[config.mk]
export PLATFORM = sky130hd
export DESIGN_NAME = i2c_master_byte_ctrl
export DESIGN_NICKNAME = d
export VERILOG_FILES = /design/src/rtl/i2c_master_byte_ctrl.sv
export SDC_FILE = /design/constraint.sdc
export NUM_CORES = 1
export LEC_CHECK = 0
export BUFFER_PORTS_ARGS = -buffer_cell sky130_fd_sc_hd__buf_4
export CAP_MARGIN = 20
export CORE_ASPECT_RATIO = 0.7
export CORE_MARGIN = 3
export CORE_UTILIZATION = 48
export DETAILED_ROUTE_END_ITERATION = 10
export PLACE_DENSITY = 0.78
export SLEW_MARGIN = 0
export SYNTH_ARGS = -nofsm -noshare
export SYNTH_HDL_FRONTEND = slang
export SYNTH_SLANG_ARGS = --single-unit
[constraint.sdc]
create_clock -name Clk -period 1.7 [get_ports Clk]
set_input_delay 0.17 -clock Clk [delete_from_list [all_inputs] [get_ports Clk]]
set_output_delay 0.17 -clock Clk [all_outputs]
set_load 0.02 [all_outputs]
[src/rtl/i2c_master_byte_ctrl.sv]
// ---------------------------------------------------------------------------
// i2c_master_byte_ctrl
//
// Byte-level sequencer of the I2C master. Turns the byte commands latched in
// the control register (Start, Stop, Read, Write, Tx_ack + Tx_data) into a
// sequence of single-bit commands for the bit controller. It collects the
// received byte and the slave ACK, and reports completion and lost arbitration.
//
// Parameters
//   NBITS     bits per byte transfer (default 8)
//
// Ports
//   Clk       master clock, rising edge
//   Rst_n     asynchronous active-low reset
//   I2C_en    core enable; low aborts any transfer back to IDLE
//   Start     generate (repeated) START before the byte
//   Stop      generate STOP after the byte, or alone
//   Read      receive a byte from the slave
//   Write     transmit a byte to the slave
//   Tx_ack    ACK bit driven after a read (0 = ACK, 1 = NACK)
//   Tx_data   byte to transmit
//   Rx_data   received byte (shift register contents)
//   Rx_ack    ACK bit sampled from the slave after a write
//   I2C_done  one-cycle pulse when the command completes
//   I2C_al    arbitration-lost pulse (mirrors Bit_al)
//   Bit_cmd   bit command: NOP=0 START=1 STOP=2 WRITE=3 READ=4
//   Bit_txd   bit to drive for WRITE
//   Bit_ack   bit controller finished the current Bit_cmd (one-cycle pulse)
//   Bit_rxd   bit sampled on READ, valid with Bit_ack
//   Bit_al    arbitration lost (one-cycle pulse)
//
// Build option
//   I2C_NACK_AUTOSTOP_EN  when defined, a write that receives a NACK goes to
//                         STOP even without Stop set, and I2C_done pulses
//                         after that STOP completes.
// ---------------------------------------------------------------------------
module i2c_master_byte_ctrl #(
  parameter int NBITS = 8
) (
  input  logic             Clk,
  input  logic             Rst_n,
  input  logic             I2C_en,
  input  logic             Start,
  input  logic             Stop,
  input  logic             Read,
  input  logic             Write,
  input  logic             Tx_ack,
  input  logic [NBITS-1:0] Tx_data,
  output logic [NBITS-1:0] Rx_data,
  output logic             Rx_ack,
  output logic             I2C_done,
  output logic             I2C_al,
  output logic [2:0]       Bit_cmd,
  output logic             Bit_txd,
  input  logic             Bit_ack,
  input  logic             Bit_rxd,
  input  logic             Bit_al
);

  localparam int CNT_W = $clog2(NBITS) + 1;

  localparam logic [2:0] CMD_NOP   = 3'd0;
  localparam logic [2:0] CMD_START = 3'd1;
  localparam logic [2:0] CMD_STOP  = 3'd2;
  localparam logic [2:0] CMD_WRITE = 3'd3;
  localparam logic [2:0] CMD_READ  = 3'd4;

  typedef enum logic [2:0] {
    S_IDLE,
    S_START,
    S_WRITE,
    S_READ,
    S_ACK,
    S_STOP
  } state_t;

  state_t           state;
  logic [NBITS-1:0] shreg;
  logic [CNT_W-1:0] cnt;
  logic             rd_xfer;   // current byte is a read: selects ACK direction
  logic             accept;
  logic             cnt_last;
  logic             nack_stop;

  assign I2C_al  = Bit_al;
  assign Rx_data = shreg;

  // Blocking on I2C_done keeps the still-set command bits from being taken
  // a second time while the register block clears them.
  assign accept   = I2C_en & ~I2C_done & (Start | Stop | Read | Write);
  assign cnt_last = (cnt == CNT_W'(1));

`ifdef I2C_NACK_AUTOSTOP_EN
  // A NACK seen in the ACK slot of a write releases the bus by itself.
  assign nack_stop = ~rd_xfer & Bit_rxd;
`else
  assign nack_stop = 1'b0;
`endif

  always_ff @(posedge Clk or negedge Rst_n) begin
    if (!Rst_n) begin
      state    <= S_IDLE;
      Bit_cmd  <= CMD_NOP;
      Bit_txd  <= 1'b0;
      Rx_ack   <= 1'b0;
      I2C_done <= 1'b0;
      shreg    <= '0;
      cnt      <= '0;
      rd_xfer  <= 1'b0;
    end else begin
      I2C_done <= 1'b0;
      // Lost arbitration or disable abandons the transfer silently; Bit_al
      // takes precedence over a simultaneous Bit_ack.
      if (Bit_al || (!I2C_en && state != S_IDLE)) begin
        state   <= S_IDLE;
        Bit_cmd <= CMD_NOP;
        Bit_txd <= 1'b0;
      end else begin
        case (state)
          S_IDLE: begin
            if (accept) begin
              shreg   <= Tx_data;
              cnt     <= CNT_W'(NBITS);
              rd_xfer <= Read;
              if (Start) begin
                state   <= S_START;
                Bit_cmd <= CMD_START;
                Bit_txd <= 1'b0;
              end else if (Read) begin
                state   <= S_READ;
                Bit_cmd <= CMD_READ;
                Bit_txd <= 1'b0;
              end else if (Write) begin
                state   <= S_WRITE;
                Bit_cmd <= CMD_WRITE;
                Bit_txd <= Tx_data[NBITS-1];
              end else begin
                state   <= S_STOP;
                Bit_cmd <= CMD_STOP;
                Bit_txd <= 1'b0;
              end
            end
          end

          S_START: begin
            if (Bit_ack) begin
              rd_xfer <= Read;
              if (Read) begin
                state   <= S_READ;
                Bit_cmd <= CMD_READ;
                Bit_txd <= 1'b0;
              end else begin
                state   <= S_WRITE;
                Bit_cmd <= CMD_WRITE;
                Bit_txd <= shreg[NBITS-1];
              end
            end
          end

          S_WRITE: begin
            if (Bit_ack) begin
              shreg <= shreg << 1;
              cnt   <= cnt - CNT_W'(1);
              if (cnt_last) begin
                // ACK slot of a write: release SDA and sample the slave.
                state   <= S_ACK;
                Bit_cmd <= CMD_READ;
                Bit_txd <= 1'b0;
              end else begin
                // Next MSB is the bit below the one just sent.
                Bit_txd <= shreg[NBITS-2];
              end
            end
          end

          S_READ: begin
            if (Bit_ack) begin
              shreg <= {shreg[NBITS-2:0], Bit_rxd};
              cnt   <= cnt - CNT_W'(1);
              if (cnt_last) begin
                // ACK slot of a read: the master drives Tx_ack.
                state   <= S_ACK;
                Bit_cmd <= CMD_WRITE;
                Bit_txd <= Tx_ack;
              end
            end
          end

          S_ACK: begin
            if (Bit_ack) begin
              if (!rd_xfer) Rx_ack <= Bit_rxd;
              if (Stop || nack_stop) begin
                state   <= S_STOP;
                Bit_cmd <= CMD_STOP;
                Bit_txd <= 1'b0;
              end else begin
                state    <= S_IDLE;
                Bit_cmd  <= CMD_NOP;
                Bit_txd  <= 1'b0;
                I2C_done <= 1'b1;
              end
            end
          end

          S_STOP: begin
            if (Bit_ack) begin
              state    <= S_IDLE;
              Bit_cmd  <= CMD_NOP;
              Bit_txd  <= 1'b0;
              I2C_done <= 1'b1;
            end
          end

          default: begin
            state   <= S_IDLE;
            Bit_cmd <= CMD_NOP;
            Bit_txd <= 1'b0;
          end
        endcase
      end
    end
  end

endmodule
==> results of run 1 <==
-- state kept, by name, indices dropped and copies added, names as in the netlist --
name	cells
I2C_done	1
state	3
cnt	4
Bit_cmd	3
Rx_ack	1
rd_xfer	1
Bit_txd	1
Rx_data	8
-- per-stage QoR --
step | setup slack, ps | cell area, sq um | power [uW]
after global routing | -120 | 1990 | 3510
final | -68.2 | 1990 | 3290
after global placement | -67.9 | 1790 | 2590
after detailed placement | -149 | 1790 | 2650
after floorplan | -71.0 | 1440 | 2030
after CTS | -68.5 | 1880 | 3060
-- worst register-to-register path: stages, from the launching register on --
cell and delay, ps:
dfrtp_1 380, inv_2 70, ha_4 160, nor3b_4 150, a221o_1 370, o41ai_4 70
buf_6 170, mux2_4 290
-- cells in the final DEF, fill, tap and decap left out, types with 2 or more instances in the layout --
cell type   n
a21oi_1    15
a22oi_1     2
buf_2       2
buf_4      51
buf_6       5
clkbuf_8    3
dfrtp_1    20
dfrtp_2     2
inv_1       7
mux2_2      2
mux2_4      3
mux2i_1     9
nand2_1     9
nand2b_1    4
nand3_1     7
nor2_1     19
nor2b_1     4
nor3_1      4
nor3b_1     2
o21ai_0    13
-- Yosys cell counts, drive strengths merged --
cell type,n,area (sq um)
a211o,1,8.76
a21oi,16,80.1
a221o,1,10.0
a221oi,1,8.76
a22oi,2,15.0
a311o,1,10.0
a31oi,1,6.26
a32o,1,10.0
buf,9,60.1
clkbuf,3,11.3
dfrtp,22,551
ha,2,25.0
inv,8,30.0
mux2,5,67.6
mux2i,9,90.1
nand2,9,33.8
nand2b,5,31.3
nand3,7,35.0
nor2,21,81.3
nor2b,4,25.0
nor3,5,25.0
nor3b,3,22.5
nor4,2,18.8
nor4b,1,8.76
o211ai,1,7.51
o21ai,13,65.1
o21bai,1,7.51
o311a,1,10.0
o311ai,1,8.76
o31ai,1,7.51
o32ai,1,8.76
o41a,1,11.3
o41ai,1,27.5
or2,2,12.5
or4b,1,10.0
-- per-layer routing --
metal	track usage, %	vias up	wire [microns]
met5	0	-	0
met4	3.44	0	70
met3	6.37	9	359
met2	39.5	77	2020
met1	29.8	692	1860
li1	-	682	-
-- cell families after synthesis --
group                    synth area share [%]
multiplexers                             10.9
buffers and inverters                    7.03
AND/OR/NAND/NOR                          21.1
AO/OA/AOI/OAI                            21.0
flip-flops                               38.2
adder cells (fa/ha/maj)                  1.74
-- cell type report --
type / count / area (sq um) / area share, %
Sequential cell: 22 / 553 / 27.9
Tap cell: 34 / 42.5 / 2.14
Timing Repair Buffer: 60 / 474 / 23.9
Multi-Input combinational cell: 121 / 845 / 42.5
Inverter: 8 / 30.0 / 1.51
Clock buffer: 3 / 41.3 / 2.08
-- worst max path at each step --
stage	start	to	depth (start not counted)
final	cnt[1]$_DFFE_PN0P_	Bit_cmd[0]$_DFFE_PN0P_	7
after global routing	cnt[1]$_DFFE_PN0P_	Bit_cmd[0]$_DFFE_PN0P_	7
after CTS	cnt[1]$_DFFE_PN0P_	Bit_cmd[0]$_DFFE_PN0P_	7
after detailed placement	cnt[1]$_DFFE_PN0P_	Bit_cmd[2]$_DFFE_PN0P_	7
after global placement	cnt[1]$_DFFE_PN0P_	Bit_cmd[2]$_DFFE_PN0P_	7
after floorplan	state[2]$_DFFE_PN0P_	Bit_cmd[0]$_DFFE_PN0P_	5
-- where the power goes --
group	switching (uW)	internal, uW
clock	178	159
combinational	1010	971
sequential	220	748
total	1410	1880
-- what timing repair did --
item                                    CTS  global route
hold endpoints to repair                 22             0
setup buffers                             3             4
endpoints found under the setup margin    5            20
resized for setup                         4            18
gates cloned                              0             2
pin swaps                                 2             1
hold buffers                              1             0
==> reports/results.txt, run 1 <==
failing checks -> negative setup slack
Die X -> 71.5 microns
fmax -> 0.566 GHz
cell leakage power -> 0.000941 uW
drt initial violations -> 125
crit path cell chain -> inv_2 > ha_4 > nor3b_4 > a221o_1 > o41ai_4 > buf_6 > mux2_4
syn_nets -> 184
critical path startpoint category -> register
Crit Path Class -> reg2reg
Layout Area Growth over Synthesis -> 37.8%
Critical R2R Launch -> cnt[1]$_DFFE_PN0P_
synth unique cells -> 41
min cycle time layout -> 1770 ps
syn avg cell area -> 8.84 sq um
relative slew slack -> 69.5%
CP required -> 1850 ps
GRT overflow -> 0
final slew viol count -> 0
R2R Path End -> Bit_cmd[0]$_DFFE_PN0P_
total track usage -> 23.1%
HPWL after DPL -> 2910 microns
starting density of the core -> 54.5%
Final Skew -> 1.65 ps
Worst EP arrival -> 1920 ps
Setup Viol. Count Final -> 5
largest net degree at the start of global routing -> 23
vias in the first global route -> 1,411
hold wc startpoint -> Bit_rxd
post-route setup TNS -> -211 ps
dpl cells -> 235
Largest stage delay, worst path -> 380 ps
Cells after Synth -> 163
crit path max fanout -> 6
first-pass GRT wire length -> 6610 microns
Total Wirelength -> 4310 microns
hold path cells -> 2
Final Core Density -> 75.0%
clock sink count -> 22
hold endpoint -> Rx_ack$_DFFE_PN0P_
nets -> 237
filler cell count -> 197
Pre-antenna DRT Iters -> 4
Longest Clk Path Bufs -> 2
Core Box Area -> 2650 sq um
R2R setup slack -> -70 ps
flops & latches, synth -> 22
Hold/Removal Path Class -> in2reg
via count -> 1,460
gpl congestion -> 0.839
maximum vdd drop -> 0.711 mV
ANT cells -> 0
PwrDens -> 1660 nW/um^2
initial antenna violation count -> 0
Layout Cells excl Fill -> 248
# IOs -> 34
Die Area -> 3710 sq um
# port buffers -> 33
# rows -> 15
drt wl/cell -> 17.4 microns
final hold violation count -> 0
Crit. End Element -> register
Max stage delay cell, worst path -> dfrtp_1
worst slew pin tran -> 454 ps
H-Tree Depth -> 1
ANT nets after route -> 0
register area share after synthesis -> 38.2%
Synthesis Warnings -> 0
Crit path max-delay family -> compound AO/OA/AOI/OAI gates
Worst Slack Setup Final -> -68.2 ps
R2R depth -> 7
Max Cap Viol -> 0
CTS buffer count -> 3
latest clock arrival within the worst-skew pair -> 260 ps
unrepaired setup endpoints after global routing -> yes
buffers and inverters on the worst path -> 2
status -> finished with violations
CTS tree -> done
clock root buffer master -> clkbuf_8
vias per cell -> 5.89
Die Y -> 51.8 microns
Tcrit/Tclk final -> 104%
layout cell share with drive strength beyond 1 -> 38.3%
clk slew on worst S/H paths -> 80 ps
DRC -> 0
hold_ws -> 146 ps
Mapped Area -> 1440 sq um
Note: power is estimated with default switching activity, not from simulation.
==> run 2: changes to the inputs <==
--- a/config.mk
+++ b/config.mk
@@ -5,13 +5,14 @@
 export SDC_FILE = /design/constraint.sdc
 export NUM_CORES = 1
 export LEC_CHECK = 0
+export ABC_AREA = 1
 export BUFFER_PORTS_ARGS = -buffer_cell sky130_fd_sc_hd__buf_4
 export CAP_MARGIN = 20
 export CORE_ASPECT_RATIO = 0.7
 export CORE_MARGIN = 3
 export CORE_UTILIZATION = 48
 export DETAILED_ROUTE_END_ITERATION = 10
-export PLACE_DENSITY = 0.78
+export PLACE_DENSITY = 0.79
 export SLEW_MARGIN = 0
 export SYNTH_ARGS = -nofsm -noshare
 export SYNTH_HDL_FRONTEND = slang
==> reports/results.txt, run 2 <==
cell leakage power -> 0.000937 uW (was 0.000941 uW)
layout cell share with drive strength beyond 1 -> 30.1% (was 38.3%)
Logic pwr share -> 55.2% (was 60.3%)
Layout Area Growth over Synthesis -> 27.5% (was 37.8%)
vias per cell -> 5.13 (was 5.89)
CTS tree -> done (unchanged)
# IOs -> 34 (unchanged)
critical path startpoint category -> register (unchanged)
status -> finished, final reports clean (was finished with violations)
via count -> 1,349 (was 1,460)
Layout Cells excl Fill -> 263 (was 248)
Core Box Area -> 2650 sq um (unchanged)
drt wl/cell -> 13.2 microns (was 17.4 microns)
FF+latch area -> 552 sq um (was 553 sq um)
Die Area -> 3670 sq um (was 3710 sq um)
# rows -> 15 (unchanged)
syn avg cell area -> 7.43 sq um (was 8.84 sq um)
relative slew slack -> 68.6% (was 69.5%)
most common cell after layout, fill and taps aside -> nand2_1 (was buf_4)
clk slew on worst S/H paths -> 90 ps (was 80 ps)
PwrDens -> 1670 nW/um^2 (was 1660 nW/um^2)
Setup Viol. Count Final -> 0 (was 5)
Hold/Removal Path Class -> in2reg (unchanged)
Final Skew -> 6.88 ps (was 1.65 ps)
EDFF count, synth -> 0 (unchanged)
most frequent cell on the critical path -> nor2_4
cell taking the most area after synthesis -> dfrtp_1 (unchanged)
Crit. End Element -> register (unchanged)
asr flop ratio synth -> 100% (unchanged)
clock network fraction of total power -> 16.3% (was 10.2%)
Max Cap Viol -> 0 (unchanged)
starting density of the core -> 53.9% (was 54.5%)
Max stage delay cell, worst path -> dfrtp_2 (was dfrtp_1)
initial antenna violation count -> 0 (unchanged)
largest net degree at the start of global routing -> 23 (unchanged)
internal power -> 1680 uW (was 1880 uW)
syn_nets -> 213 (was 184)
vias in the first global route -> 1,225 (was 1,411)
Crit path max-delay family -> simple AND/OR/NAND/NOR gates (was compound AO/OA/AOI/OAI gates)
clock root buffer master -> clkbuf_8 (unchanged)
H-Tree Depth -> 1 (unchanged)
cell with the most instances after synthesis -> nand2_1 (was dfrtp_1)
Total Wirelength -> 3460 microns (was 4310 microns)
ANT cells -> 0 (unchanged)
fmax -> 0.613 GHz (was 0.566 GHz)
nets -> 251 (was 237)
worst slew pin tran -> 460 ps (was 454 ps)
buffers and inverters on the worst path -> 1 (was 2)
clock sink count -> 22 (unchanged)
unrepaired setup endpoints after global routing -> yes (unchanged)
post-synth top area share -> 38.6% (was 38.2%)
Sequential Power Share -> 28.6% (was 29.4%)
crit path max fanout -> 20 (was 6)
latest clock arrival within the worst-skew pair -> 270 ps (was 260 ps)
top post-synthesis cells by count -> nand2_1, inv_1, dfrtp_1 (was dfrtp_1, nor2_1, a21oi_1)
Longest Clk Path Bufs -> 2 (unchanged)
area of the multi-input gates -> 739 sq um (was 845 sq um)
cells taking the most area after synthesis -> dfrtp_1, nand2_1, o21ai_0 (was dfrtp_1, mux2i_1, a21oi_1)
Die Y -> 51.6 microns (was 51.8 microns)
CTS buffer count -> 3 (unchanged)
total track usage -> 19.7% (was 23.1%)
flops & latches, synth -> 22 (unchanged)
Die X -> 71.2 microns (was 71.5 microns)
Tcrit/Tclk final -> 96.0% (was 104%)
min cycle time layout -> 1630 ps (was 1770 ps)
sw power -> 1360 uW (was 1410 uW)
GRT overflow -> 0 (unchanged)
final hold violation count -> 0 (unchanged)
Largest stage delay, worst path -> 470 ps (was 380 ps)
Cells after Synth -> 192 (was 163)
CP required -> 1890 ps (was 1850 ps)
post-route setup TNS -> 0 ps (was -211 ps)
ANT nets after route -> 0 (unchanged)
Worst EP arrival -> 1820 ps (was 1920 ps)
HPWL after DPL -> 2620 microns (was 2910 microns)
Synthesis Warnings -> 0 (unchanged)
most frequent cells in the layout -> nand2_1, buf_4, inv_1, dfrtp_1 (was buf_4, dfrtp_1, nor2_1, a21oi_1, o21ai_0)
crit path cell chain -> nor2_4 > nand2_4 > a21oi_4 > nand2_2 > nor2_4 > buf_12 > nand3_2 > o21ai_1 (was inv_2 > ha_4 > nor3b_4 > a221o_1 > o41ai_4 > buf_6 > mux2_4)
register area share after synthesis -> 38.6% (was 38.2%)
synth unique cells -> 29 (was 41)
Mapped Area -> 1430 sq um (was 1440 sq um)
Pre-antenna DRT Iters -> 4 (unchanged)
final slew viol count -> 0 (unchanged)
switching part of the total -> 44.6% (was 42.9%)
filler cell count -> 227 (was 197)
DRC -> 0 (unchanged)
first-pass GRT wire length -> 5700 microns (was 6610 microns)
dpl cells -> 257 (was 235)
maximum vdd drop -> 0.962 mV (was 0.711 mV)
max reg flops -> 8 (unchanged)
prevailing post-synth register cell -> dfrtp_1 (unchanged)
drt initial violations -> 103 (was 125)
# port buffers -> 33 (unchanged)
gpl congestion -> 0.967 (was 0.839)
Crit Path Class -> reg2reg (unchanged)
run 2: what timing repair did:
action | in CTS | in global routing
setup endpoints to repair | 0 | 17
hold endpoints to repair | 22 | 0
buffers inserted | 0 | 1
hold buffers | 1 | 0
gates resized for setup | 0 | 10
run 2: per-layer routing:
| layer | share of wire, % | track usage (%) |
|---|---|---|
| met1 | 50 | 30.7 |
| met5 | 0 | 0 |
| met4 | 0.17 | 1.88 |
| met3 | 8.1 | 4.83 |
| met2 | 41 | 27.9 |
run 2: final timing paths:
kind / from / endpoint / slack [ps] / cells past startpoint
setup / recovery: state[1]$_DFFE_PN0P_ / cnt[0]$_DFFE_PN0P_ / 70 / 8
hold / removal: Stop / I2C_done$_DFF_PN0_ / 150 / 2
setup reg to reg: state[1]$_DFFE_PN0P_ / cnt[0]$_DFFE_PN0P_ / 70 / 8
hold reg to reg: Bit_txd$_DFFE_PN0P_ / Bit_txd$_DFFE_PN0P_ / 490 / 2
max in group asynchronous: Rst_n / state[1]$_DFFE_PN0P_ / 1130 / 2
min in group asynchronous: Rst_n / Bit_cmd[0]$_DFFE_PN0P_ / 330 / 2
run 2: metrics by stage:
step | hold slack (ps) | worst slack (ps) | util, % | power, uW | instance area, sq um
final | 148 | 68.0 | 68.7 | 3040 | 1820
after global routing | 163 | -30.9 | 68.7 | 3280 | 1820
after global placement | 77.0 | 112 | 64.2 | 2430 | 1700
after floorplan | -126 | 310 | - | 2000 | 1430
after CTS | 147 | 79.3 | 67.2 | 2950 | 1780
after detailed placement | 79.8 | 90.7 | 64.2 | 2450 | 1700
run 2: power by group through the flow:
stage	clock network, uW	registers [uW]	logic (uW)
finish	495	870	1680
detailed placement	0	863	1590
global placement	0	862	1570
CTS	502	857	1590
floorplan	0	1000	993
global route	524	893	1860
run 2: cells by family after synthesis:
kind of cell | share of synthesized area [%]
fa+ha+maj | 1.75
buf+inv | 11.7
compound gates | 17.5
simple gates | 29.2
xor+xnor | 1.23
flops | 38.6
run 2: worst register-to-register path: stages (launching register included):
cell	delay, ps
dfrtp_2	470
nor2_4	150
nand2_4	90
a21oi_4	250
nand2_2	110
nor2_4	170
buf_12	170
nand3_2	70
o21ai_1	80
run 2: area by class of cell:
type                            instances  area share, %
Clock inverter                          1           1.65
Multi-Input combinational cell        138           40.7
Inverter                               24           4.96
Timing Repair Buffer                   41           17.8
Sequential cell                        22           30.4
Tap cell                               34           2.34
Clock buffer                            3           2.27
